==> config.mk <==
export PLATFORM = sky130hd
export DESIGN_NAME = qbus_tty
export DESIGN_NICKNAME = d
export VERILOG_FILES = /design/src/rtl/qbus_pkg.sv /design/src/rtl/tty_uart.sv /design/src/rtl/qbus_tty.sv
export SDC_FILE = /design/constraint.sdc
export NUM_CORES = 1
export LEC_CHECK = 0
export BUFFER_PORTS_ARGS = -buffer_cell sky130_fd_sc_hd__buf_2
export CORE_UTILIZATION = 25
export DETAILED_ROUTE_END_ITERATION = 8
export PLACE_DENSITY = 0.42
export SETUP_SLACK_MARGIN = 0.4
export SYNTH_ARGS = -nofsm -noshare
export SYNTH_HDL_FRONTEND = slang
export SYNTH_SLANG_ARGS = --single-unit
==> constraint.sdc <==
create_clock -name pin_clk -period 2.7 [get_ports pin_clk]
set_input_delay 0.135 -clock pin_clk [delete_from_list [all_inputs] [get_ports pin_clk]]
set_output_delay 0.135 -clock pin_clk [all_outputs]
set_load 0.01 [all_outputs]
==> src/rtl/qbus_pkg.sv <==
// Shared definitions for the QBUS console TTY: register offsets, bit positions
// and the serial FSM encodings used by both the bus front end and the UART.
package qbus_pkg;

    typedef enum logic [1:0] {
        REG_RCSR = 2'd0,
        REG_RBUF = 2'd1,
        REG_XCSR = 2'd2,
        REG_XBUF = 2'd3
    } reg_off_t;

    localparam int CSR_FLAG_BIT  = 7;
    localparam int CSR_IE_BIT    = 6;
    localparam int RBUF_OVR_BIT  = 14;
    localparam int RBUF_FERR_BIT = 15;

    typedef enum logic [1:0] {
        TX_IDLE  = 2'd0,
        TX_START = 2'd1,
        TX_DATA  = 2'd2,
        TX_STOP  = 2'd3
    } tx_state_t;

    typedef enum logic [1:0] {
        RX_IDLE  = 2'd0,
        RX_START = 2'd1,
        RX_DATA  = 2'd2,
        RX_STOP  = 2'd3
    } rx_state_t;

    function automatic logic [15:0] csr_word(input logic flag, input logic ie);
        logic [15:0] w;
        w               = '0;
        w[CSR_FLAG_BIT] = flag;
        w[CSR_IE_BIT]   = ie;
        return w;
    endfunction

endpackage

==> src/rtl/tty_uart.sv <==
// 8N1 serial transmitter and receiver, DIV clocks per bit.
// TX accepts a start pulse only while idle; RX pulses o_rx_valid once per frame.
module tty_uart
    import qbus_pkg::*;
#(
    parameter logic [15:0] DIV = 16'd434
) (
    input  logic       i_clk,
    input  logic       i_rst,
    input  logic       i_tx_start,
    input  logic [7:0] i_tx_data,
    output logic       o_tx_ready,
    output logic       o_txd,
    input  logic       i_rxd,
    output logic       o_rx_valid,
    output logic [7:0] o_rx_data,
    output logic       o_rx_stop
);

    localparam logic [15:0] DIV_M1  = DIV - 16'd1;
    localparam logic [15:0] HALF_M1 = (DIV >> 1) - 16'd1;

    tx_state_t   r_tx_state, w_tx_next;
    logic [15:0] r_tx_cnt;
    logic [2:0]  r_tx_bit;
    logic [7:0]  r_tx_sh;
    logic        r_txd;
    logic        w_tx_tick;

    rx_state_t   r_rx_state, w_rx_next;
    logic [15:0] r_rx_cnt;
    logic [2:0]  r_rx_bit;
    logic [7:0]  r_rx_sh;
    logic        r_rx_valid;
    logic        r_rx_stop;
    logic        r_rxd_s1, r_rxd_s2, r_rxd_d;
    logic        w_rx_tick;
    logic        w_rx_fall;

    assign w_tx_tick  = (r_tx_cnt == DIV_M1);
    assign o_tx_ready = (r_tx_state == TX_IDLE);
    assign o_txd      = r_txd;

    always_comb begin
        w_tx_next = r_tx_state;
        case (r_tx_state)
            TX_IDLE:  if (i_tx_start) w_tx_next = TX_START;
            TX_START: if (w_tx_tick) w_tx_next = TX_DATA;
            TX_DATA:  if (w_tx_tick && r_tx_bit == 3'd7) w_tx_next = TX_STOP;
            TX_STOP:  if (w_tx_tick) w_tx_next = TX_IDLE;
            default:  w_tx_next = TX_IDLE;
        endcase
    end

    always_ff @(posedge i_clk) begin
        if (i_rst) begin
            r_tx_state <= TX_IDLE;
            r_tx_cnt   <= '0;
            r_tx_bit   <= '0;
            r_txd      <= 1'b1;
        end else begin
            r_tx_state <= w_tx_next;
            if (r_tx_state == TX_IDLE || w_tx_tick) r_tx_cnt <= '0;
            else                                    r_tx_cnt <= r_tx_cnt + 16'd1;
            case (r_tx_state)
                TX_IDLE: if (i_tx_start) begin
                    r_tx_sh  <= i_tx_data;
                    r_tx_bit <= '0;
                    r_txd    <= 1'b0;
                end
                TX_START: if (w_tx_tick) begin
                    r_txd   <= r_tx_sh[0];
                    r_tx_sh <= r_tx_sh >> 1;
                end
                TX_DATA: if (w_tx_tick) begin
                    r_txd    <= (r_tx_bit == 3'd7) ? 1'b1 : r_tx_sh[0];
                    r_tx_sh  <= r_tx_sh >> 1;
                    r_tx_bit <= r_tx_bit + 3'd1;
                end
                default: r_txd <= 1'b1;
            endcase
        end
    end

    assign w_rx_tick  = (r_rx_cnt == DIV_M1);
    assign w_rx_fall  = r_rxd_d & ~r_rxd_s2;
    assign o_rx_valid = r_rx_valid;
    assign o_rx_data  = r_rx_sh;
    assign o_rx_stop  = r_rx_stop;

    // A start bit still high at its midpoint is treated as a glitch.
    always_comb begin
        w_rx_next = r_rx_state;
        case (r_rx_state)
            RX_IDLE:  if (w_rx_fall) w_rx_next = RX_START;
            RX_START: if (r_rx_cnt == HALF_M1) w_rx_next = r_rxd_s2 ? RX_IDLE : RX_DATA;
            RX_DATA:  if (w_rx_tick && r_rx_bit == 3'd7) w_rx_next = RX_STOP;
            RX_STOP:  if (w_rx_tick) w_rx_next = RX_IDLE;
            default:  w_rx_next = RX_IDLE;
        endcase
    end

    always_ff @(posedge i_clk) begin
        if (i_rst) begin
            r_rx_state <= RX_IDLE;
            r_rx_cnt   <= '0;
            r_rx_bit   <= '0;
            r_rx_valid <= 1'b0;
            r_rxd_s1   <= 1'b1;
            r_rxd_s2   <= 1'b1;
            r_rxd_d    <= 1'b1;
        end else begin
            r_rxd_s1   <= i_rxd;
            r_rxd_s2   <= r_rxd_s1;
            r_rxd_d    <= r_rxd_s2;
            r_rx_state <= w_rx_next;
            r_rx_valid <= 1'b0;
            case (r_rx_state)
                RX_IDLE: begin
                    r_rx_cnt <= '0;
                    r_rx_bit <= '0;
                end
                RX_START: r_rx_cnt <= (r_rx_cnt == HALF_M1) ? 16'd0 : r_rx_cnt + 16'd1;
                RX_DATA: begin
                    if (w_rx_tick) begin
                        r_rx_cnt <= '0;
                        r_rx_sh  <= {r_rxd_s2, r_rx_sh[7:1]};
                        r_rx_bit <= r_rx_bit + 3'd1;
                    end else begin
                        r_rx_cnt <= r_rx_cnt + 16'd1;
                    end
                end
                default: begin
                    if (w_rx_tick) begin
                        r_rx_cnt   <= '0;
                        r_rx_valid <= 1'b1;
                        r_rx_stop  <= r_rxd_s2;
                    end else begin
                        r_rx_cnt <= r_rx_cnt + 16'd1;
                    end
                end
            endcase
        end
    end

endmodule

==> src/rtl/qbus_tty.sv <==
// QBUS DL11-style console slave: four-register decode, bus handshake,
// vectored interrupts with daisy chain, around a tty_uart serial core.
module qbus_tty
    import qbus_pkg::*;
#(
    parameter logic [15:0] DIV    = 16'd434,
    parameter logic [15:0] BASE   = 16'o177560,
    parameter logic [15:0] VEC_RX = 16'o000060,
    parameter logic [15:0] VEC_TX = 16'o000064
) (
    input  logic        pin_clk,
    input  logic        pin_rst,
    input  logic [15:0] pin_ad_in_n,
    output logic [15:0] pin_ad_out_n,
    output logic        pin_ad_oe,
    input  logic        pin_sync_n,
    input  logic        pin_din_n,
    input  logic        pin_dout_n,
    input  logic        pin_wtbt_n,
    output logic        pin_rply_n,
    output logic        pin_virq_n,
    input  logic        pin_iako_in_n,
    output logic        pin_iako_out_n,
    input  logic        tty_rxd,
    output logic        tty_txd
);

    // Strobe vector: 0 sync, 1 din, 2 dout, 3 wtbt, 4 iako (all active-low)
    logic [4:0]  w_strb_raw;
    logic [4:0]  r_strb_s1, r_strb_s2;
    logic        r_sync_d;

    logic [15:0] w_ad_in;
    logic        w_sync_lo, w_din_lo, w_dout_lo, w_iako_lo, w_sync_fall;
    logic        w_sel_addr;

    logic        r_sel, r_byte;
    logic [2:0]  r_off;
    logic        r_busy, r_rply, r_oe, r_iak, r_iako_out;
    logic [15:0] r_ad_drv_n;

    logic        r_rx_ie, r_tx_ie, r_done, r_ovr, r_ferr, r_tx_req, r_ready_d;
    logic [7:0]  r_rbuf;

    logic        w_rd_go, w_wr_go, w_wr_ok, w_iak_go, w_release;
    logic        w_rx_req, w_pend, w_tx_start;
    logic [15:0] w_rd_data, w_vec;

    logic        w_tx_ready, w_rx_valid, w_rx_stop;
    logic [7:0]  w_rx_data;

    assign w_strb_raw  = {pin_iako_in_n, pin_wtbt_n, pin_dout_n, pin_din_n, pin_sync_n};
    assign w_ad_in     = ~pin_ad_in_n;
    assign w_sync_lo   = ~r_strb_s2[0];
    assign w_din_lo    = ~r_strb_s2[1];
    assign w_dout_lo   = ~r_strb_s2[2];
    assign w_iako_lo   = ~r_strb_s2[4];
    assign w_sync_fall = r_sync_d & w_sync_lo;
    assign w_sel_addr  = (w_ad_in[15:3] == BASE[15:3]);

    assign w_rx_req   = r_done & r_rx_ie;
    assign w_pend     = w_rx_req | r_tx_req;
    assign w_vec      = w_rx_req ? VEC_RX : VEC_TX;

    assign w_rd_go    = ~r_busy & w_sync_lo & w_din_lo & r_sel;
    assign w_wr_go    = ~r_busy & w_sync_lo & w_dout_lo & ~w_din_lo & r_sel;
    assign w_iak_go   = ~r_busy & ~w_sync_lo & w_din_lo & w_iako_lo & w_pend;
    assign w_release  = r_busy & ~w_din_lo & ~w_dout_lo;
    assign w_wr_ok    = w_wr_go & ~(r_byte & r_off[0]);
    assign w_tx_start = w_wr_ok & (r_off[2:1] == REG_XBUF);

    assign pin_rply_n     = ~r_rply;
    assign pin_ad_oe      = r_oe;
    assign pin_ad_out_n   = r_oe ? r_ad_drv_n : 16'hFFFF;
    assign pin_virq_n     = ~w_pend;
    assign pin_iako_out_n = r_iako_out;

    always_comb begin
        w_rd_data = '0;
        case (reg_off_t'(r_off[2:1]))
            REG_RCSR: w_rd_data = csr_word(r_done, r_rx_ie);
            REG_RBUF: begin
                w_rd_data[7:0]          = r_rbuf;
                w_rd_data[RBUF_OVR_BIT]  = r_ovr;
                w_rd_data[RBUF_FERR_BIT] = r_ferr;
            end
            REG_XCSR: w_rd_data = csr_word(w_tx_ready, r_tx_ie);
            default:  w_rd_data = '0;
        endcase
    end

    always_ff @(posedge pin_clk) begin
        if (pin_rst) begin
            r_strb_s1  <= '1;
            r_strb_s2  <= '1;
            r_sync_d   <= 1'b1;
            r_sel      <= 1'b0;
            r_busy     <= 1'b0;
            r_rply     <= 1'b0;
            r_oe       <= 1'b0;
            r_iak      <= 1'b0;
            r_iako_out <= 1'b1;
        end else begin
            r_strb_s1  <= w_strb_raw;
            r_strb_s2  <= r_strb_s1;
            r_sync_d   <= r_strb_s2[0];
            // While we own or are about to claim the acknowledge, block the chain.
            r_iako_out <= (w_pend | r_iak) ? 1'b1 : r_strb_s2[4];
            if (w_sync_fall) begin
                r_sel  <= w_sel_addr;
                r_off  <= w_ad_in[2:0];
                r_byte <= ~r_strb_s2[3];
            end
            if (w_rd_go || w_iak_go) begin
                r_busy     <= 1'b1;
                r_rply     <= 1'b1;
                r_oe       <= 1'b1;
                r_iak      <= w_iak_go;
                r_ad_drv_n <= ~(w_iak_go ? w_vec : w_rd_data);
            end else if (w_wr_go) begin
                r_busy <= 1'b1;
                r_rply <= 1'b1;
            end else if (w_release) begin
                r_busy <= 1'b0;
                r_rply <= 1'b0;
                r_oe   <= 1'b0;
                r_iak  <= 1'b0;
            end
        end
    end

    always_ff @(posedge pin_clk) begin
        if (pin_rst) begin
            r_rx_ie   <= 1'b0;
            r_tx_ie   <= 1'b0;
            r_done    <= 1'b0;
            r_ovr     <= 1'b0;
            r_ferr    <= 1'b0;
            r_rbuf    <= '0;
            r_tx_req  <= 1'b0;
            r_ready_d <= 1'b1;
        end else begin
            r_ready_d <= w_tx_ready;
            if (w_rd_go && r_off[2:1] == REG_RBUF) begin
                r_done <= 1'b0;
                r_ovr  <= 1'b0;
                r_ferr <= 1'b0;
            end
            if (w_rx_valid) begin
                r_rbuf <= w_rx_data;
                r_ferr <= ~w_rx_stop;
                r_ovr  <= r_done;
                r_done <= 1'b1;
            end
            if (w_tx_ready && !r_ready_d && r_tx_ie) r_tx_req <= 1'b1;
            if (w_iak_go && !w_rx_req)               r_tx_req <= 1'b0;
            if (w_wr_ok) begin
                case (reg_off_t'(r_off[2:1]))
                    REG_RCSR: r_rx_ie <= w_ad_in[CSR_IE_BIT];
                    REG_XCSR: begin
                        r_tx_ie <= w_ad_in[CSR_IE_BIT];
                        if (w_ad_in[CSR_IE_BIT] && !r_tx_ie && w_tx_ready) r_tx_req <= 1'b1;
                        else if (!w_ad_in[CSR_IE_BIT])                    r_tx_req <= 1'b0;
                    end
                    default: ;
                endcase
            end
        end
    end

    tty_uart #(
        .DIV(DIV)
    ) u_uart (
        .i_clk      (pin_clk),
        .i_rst      (pin_rst),
        .i_tx_start (w_tx_start),
        .i_tx_data  (w_ad_in[7:0]),
        .o_tx_ready (w_tx_ready),
        .o_txd      (tty_txd),
        .i_rxd      (tty_rxd),
        .o_rx_valid (w_rx_valid),
        .o_rx_data  (w_rx_data),
        .o_rx_stop  (w_rx_stop)
    );

endmodule

==> flow_summary.toml <==
[worst_hold_path]
min_from = "pin_ad_in_n[1]"
hold_path.class = "input port to flop"
holdPathEnd = "r_off[1]"
hold_depth = 2

[synth]
yosys_most_used_dff = "dfxtp_1"
synth_area_mm2 = 0.004721
synthAdderAreaFrac_pct = 4.771
synth_top_family_by_area = "simple AND/OR/NAND/NOR gates"
synth_edf_count = 31
yosysSeqAreaShare_pct = 52.80
async_flop_share_pct = 0
syn_area_per_cell_um2 = 10.07
synth-xor-area-share_pct = 5.195
netlist_instances = 469
ys_ff_latch = 109
yosys_warnings = 0
synth_compound_area_share_pct = 6.732
synthMuxAreaShare_pct = 4.108
yosys.area_share.simple_pct = 22.55
yosysUniqueCellTypes = 49

[pwr]
p_per_area_mw_per_mm2 = 649.0
ir_worst_vdd_mv = 0.3248
leakagePower_nw = 1.929

[setup_path]
crit_chain = "or4_4 > nor4_1 > nand3b_1 > nor3b_2 > buf_4"
critical_path.max_stage_delay_ns = 0.60
r2r_cells = 5
worstPathMaxFanout = 8
r2r-start = "u_uart.r_rx_cnt[2]"
critical_path_class = "flop to flop"
cp-end-kind = "flop"
crit_required_ns = 2.76
arrival_ns = 2.15
rr_endpoint = "u_uart.o_rx_data[6]"
r2r_setup_slack_ns = 0.61
crit_path_top_delay_cell = "or4_4"
worstSetupStartpointType = "flop"

[finish]
area_growth_syn_to_layout_pct = 16.80
drive_above_1_share_pct = 17.21
fin_util_pct = 30.28
fin_nets = 554
design_area_mm2 = 0.005514
fin_cells = 746
nFillCells = 1867
antenna_cells = 0

[cts]
post-cts-setup-buffers = 0
clockBufferDepth = 2
clk_pin_slew_worst_paths_ns = 0.07
numCtsBuffers = 9
clk_latency_ns = 0.35
cts_tree = "built"
cts.sinks = 109
h-tree-depth = 3
clock_tree.root_cell = "clkbuf_16"

[global_routing]
grt_pass1_vias = 3216
grt-ovfl-total = 0
grt_max_degree = 43
grt_pass1_wl_mm = 15.74
antenna_found_initial = 0
gr-usage-all-layers_pct = 10.25

[place]
gp_congestion = 0.7406
preCtsSetupSlack_ns = 0.6363
post-place-cells = 724
portBuffers = 38
placed_area_mm2 = 0.005141
dp_hpwl_mm = 6.706

[routing]
wire_per_inst_um = 12.36
drc = 0
dr_total_vias = 3225
drtIter0Drc = 141
finalWirelength_mm = 9.219
antenna_left = 0
vias_per_cell = 4.323
drt-pass1-iter-count = 7

[timing]
grt_setup_unrepaired = "false"
setup_slack_ns = 0.6114
fmax_ghz = 0.4788
period_minus_slack_ns = 2.089
slew_viol_final = 0
skew_ns = 0.007157
finalHoldViolCount = 0
relSlewSlack_pct = 59.50
setup_tns_ns = 0
setup-violations-final = 0
fin_crit_sh_pct = 77.36
worst_slew_pin_slew_ns = 0.6067

[floorplanning]
core_area_mm2 = 0.01821
die_y_um = 139.4
rows = 49
die-area_mm2 = 0.01944
num_io_pins = 45
dieWidth_um = 139.4
start_util_pct = 25.93

[status]
outcome = "finished, final reports clean"

[flow_run]
max_cap_viol_count = 0
-- through the flow --
| step | total power (W) | hold slack [ns] |
|---|---|---|
| detailed placement | 0.002203 | 0.3262 |
| finish | 0.003579 | 0.02323 |
| floorplan | 0.002102 | 0.2388 |
| CTS | 0.003640 | 0.01165 |
| global placement | 0.002199 | 0.3258 |
| global route | 0.003748 | 0.02371 |
-- cells in the final DEF, fill, tap and decap left out, drive strengths merged, types with 3 or more instances in the layout --
| cell | count |
|---|---|
| ha | 18 |
| nor2 | 76 |
| or3b | 3 |
| or4 | 4 |
| nand3 | 17 |
| nand3b | 4 |
| and2 | 3 |
| inv | 19 |
| nand4 | 8 |
| xor2 | 14 |
| nand2 | 40 |
| or2 | 15 |
| and3 | 5 |
| dfxtp | 78 |
| nor2b | 4 |
| buf | 42 |
| nand2b | 14 |
| nor4 | 5 |
| mux2i | 16 |
| o21ai | 12 |
| and4 | 3 |
| a21oi | 14 |
| xnor2 | 14 |
| dlygate4sd3 | 6 |
| clkbuf | 9 |
| clkinv | 4 |
| o21a | 5 |
| mux2 | 3 |
| conb | 6 |
| edfxtp | 31 |
| nor3 | 5 |
-- sequential cells by signal, summed over array words and instances, names as in the netlist, 5 cells and up, named ones only --
| register | cells |
|---|---|
| r_strb_s1 | 5 |
| u_uart.r_tx_cnt | 16 |
| r_ad_drv_n | 10 |
| u_uart.o_rx_data | 8 |
| u_uart.r_tx_sh | 8 |
| r_strb_s2 | 5 |
| r_rbuf | 8 |
| u_uart.r_rx_cnt | 16 |
-- worst max-delay path by stage --
| stage | startpoint | slack, ns | end |
|---|---|---|---|
| 2_1_floorplan | u_uart.r_rx_cnt[2] | 0.57 | u_uart.o_rx_data[0] |
| 3_3_place_gp | u_uart.r_rx_cnt[2] | 0.64 | u_uart.o_rx_data[7] |
| 3_5_place_dp | u_uart.r_rx_cnt[2] | 0.64 | u_uart.o_rx_data[7] |
| 4_1_cts | u_uart.r_rx_cnt[2] | 0.61 | u_uart.o_rx_data[7] |
| 5_1_grt | u_uart.r_rx_cnt[2] | 0.46 | u_uart.o_rx_data[5] |
| 6_report | u_uart.r_rx_cnt[2] | 0.61 | u_uart.o_rx_data[6] |
-- worst max-delay path: cells and delay by family, from the launching register on --
kind,cells,cell delay (ns)
buffers and inverters,1,0.19
flip-flops,1,0.36
AND/OR/NAND/NOR,4,1.25
-- area by class of cell --
type,count,area (um^2),share of cell area [%]
multi-input cells,326,2074,37.62
repair buffers,48,280.3,5.083
inverters,18,67.56,1.225
well taps,229,286.5,5.196
clock inverters,7,87.58,1.588
flip-flops and latches,109,2492,45.20
clock buffers,9,225.2,4.084
-- timing repair --
item                                    4_1_cts  5_1_grt
gates resized for setup                       0        0
endpoints found under the hold margin         6        0
endpoints found under the setup margin        0        0
hold buffers                                  6        0
-- per-layer routing --
metal	part of all wire (%)	global-route usage [%]
met1	50	12.88
met5	0	0
met2	45	16.40
met4	1.9	4.737
met3	3.2	2.684
-- synthesized netlist by cell type, drive strengths merged, types with 14 or more instances --
cell	instances	share of area [%]
dfxtp	78	33
nor2	76	6.0
nand2	40	3.2
edfxtp	31	20
ha	18	4.8
inv	18	1.4
nand3	17	1.8
mux2i	16	3.4
or2	15	2.0
a21oi	14	1.6
nand2b	14	1.9
xnor2	14	2.6
xor2	14	2.6
-- power by group --
group / leakage (nW) / internal [W] / switching, W / total, W
clock: 0.157 / 0.000809 / 0.000601 / 0.00141
combinational: 0.864 / 0.000148 / 0.000242 / 0.000390
sequential: 0.908 / 0.00174 / 0.0000337 / 0.00178
-- cell families after synthesis --
group / after synthesis
flip-flops: 109
XOR/XNOR: 28
multiplexers: 19
AO/OA/AOI/OAI: 46
buffers and inverters: 39
other: 1
AND/OR/NAND/NOR: 209
adder cells (fa/ha/maj): 18
Power figures use the tool's default switching activity.
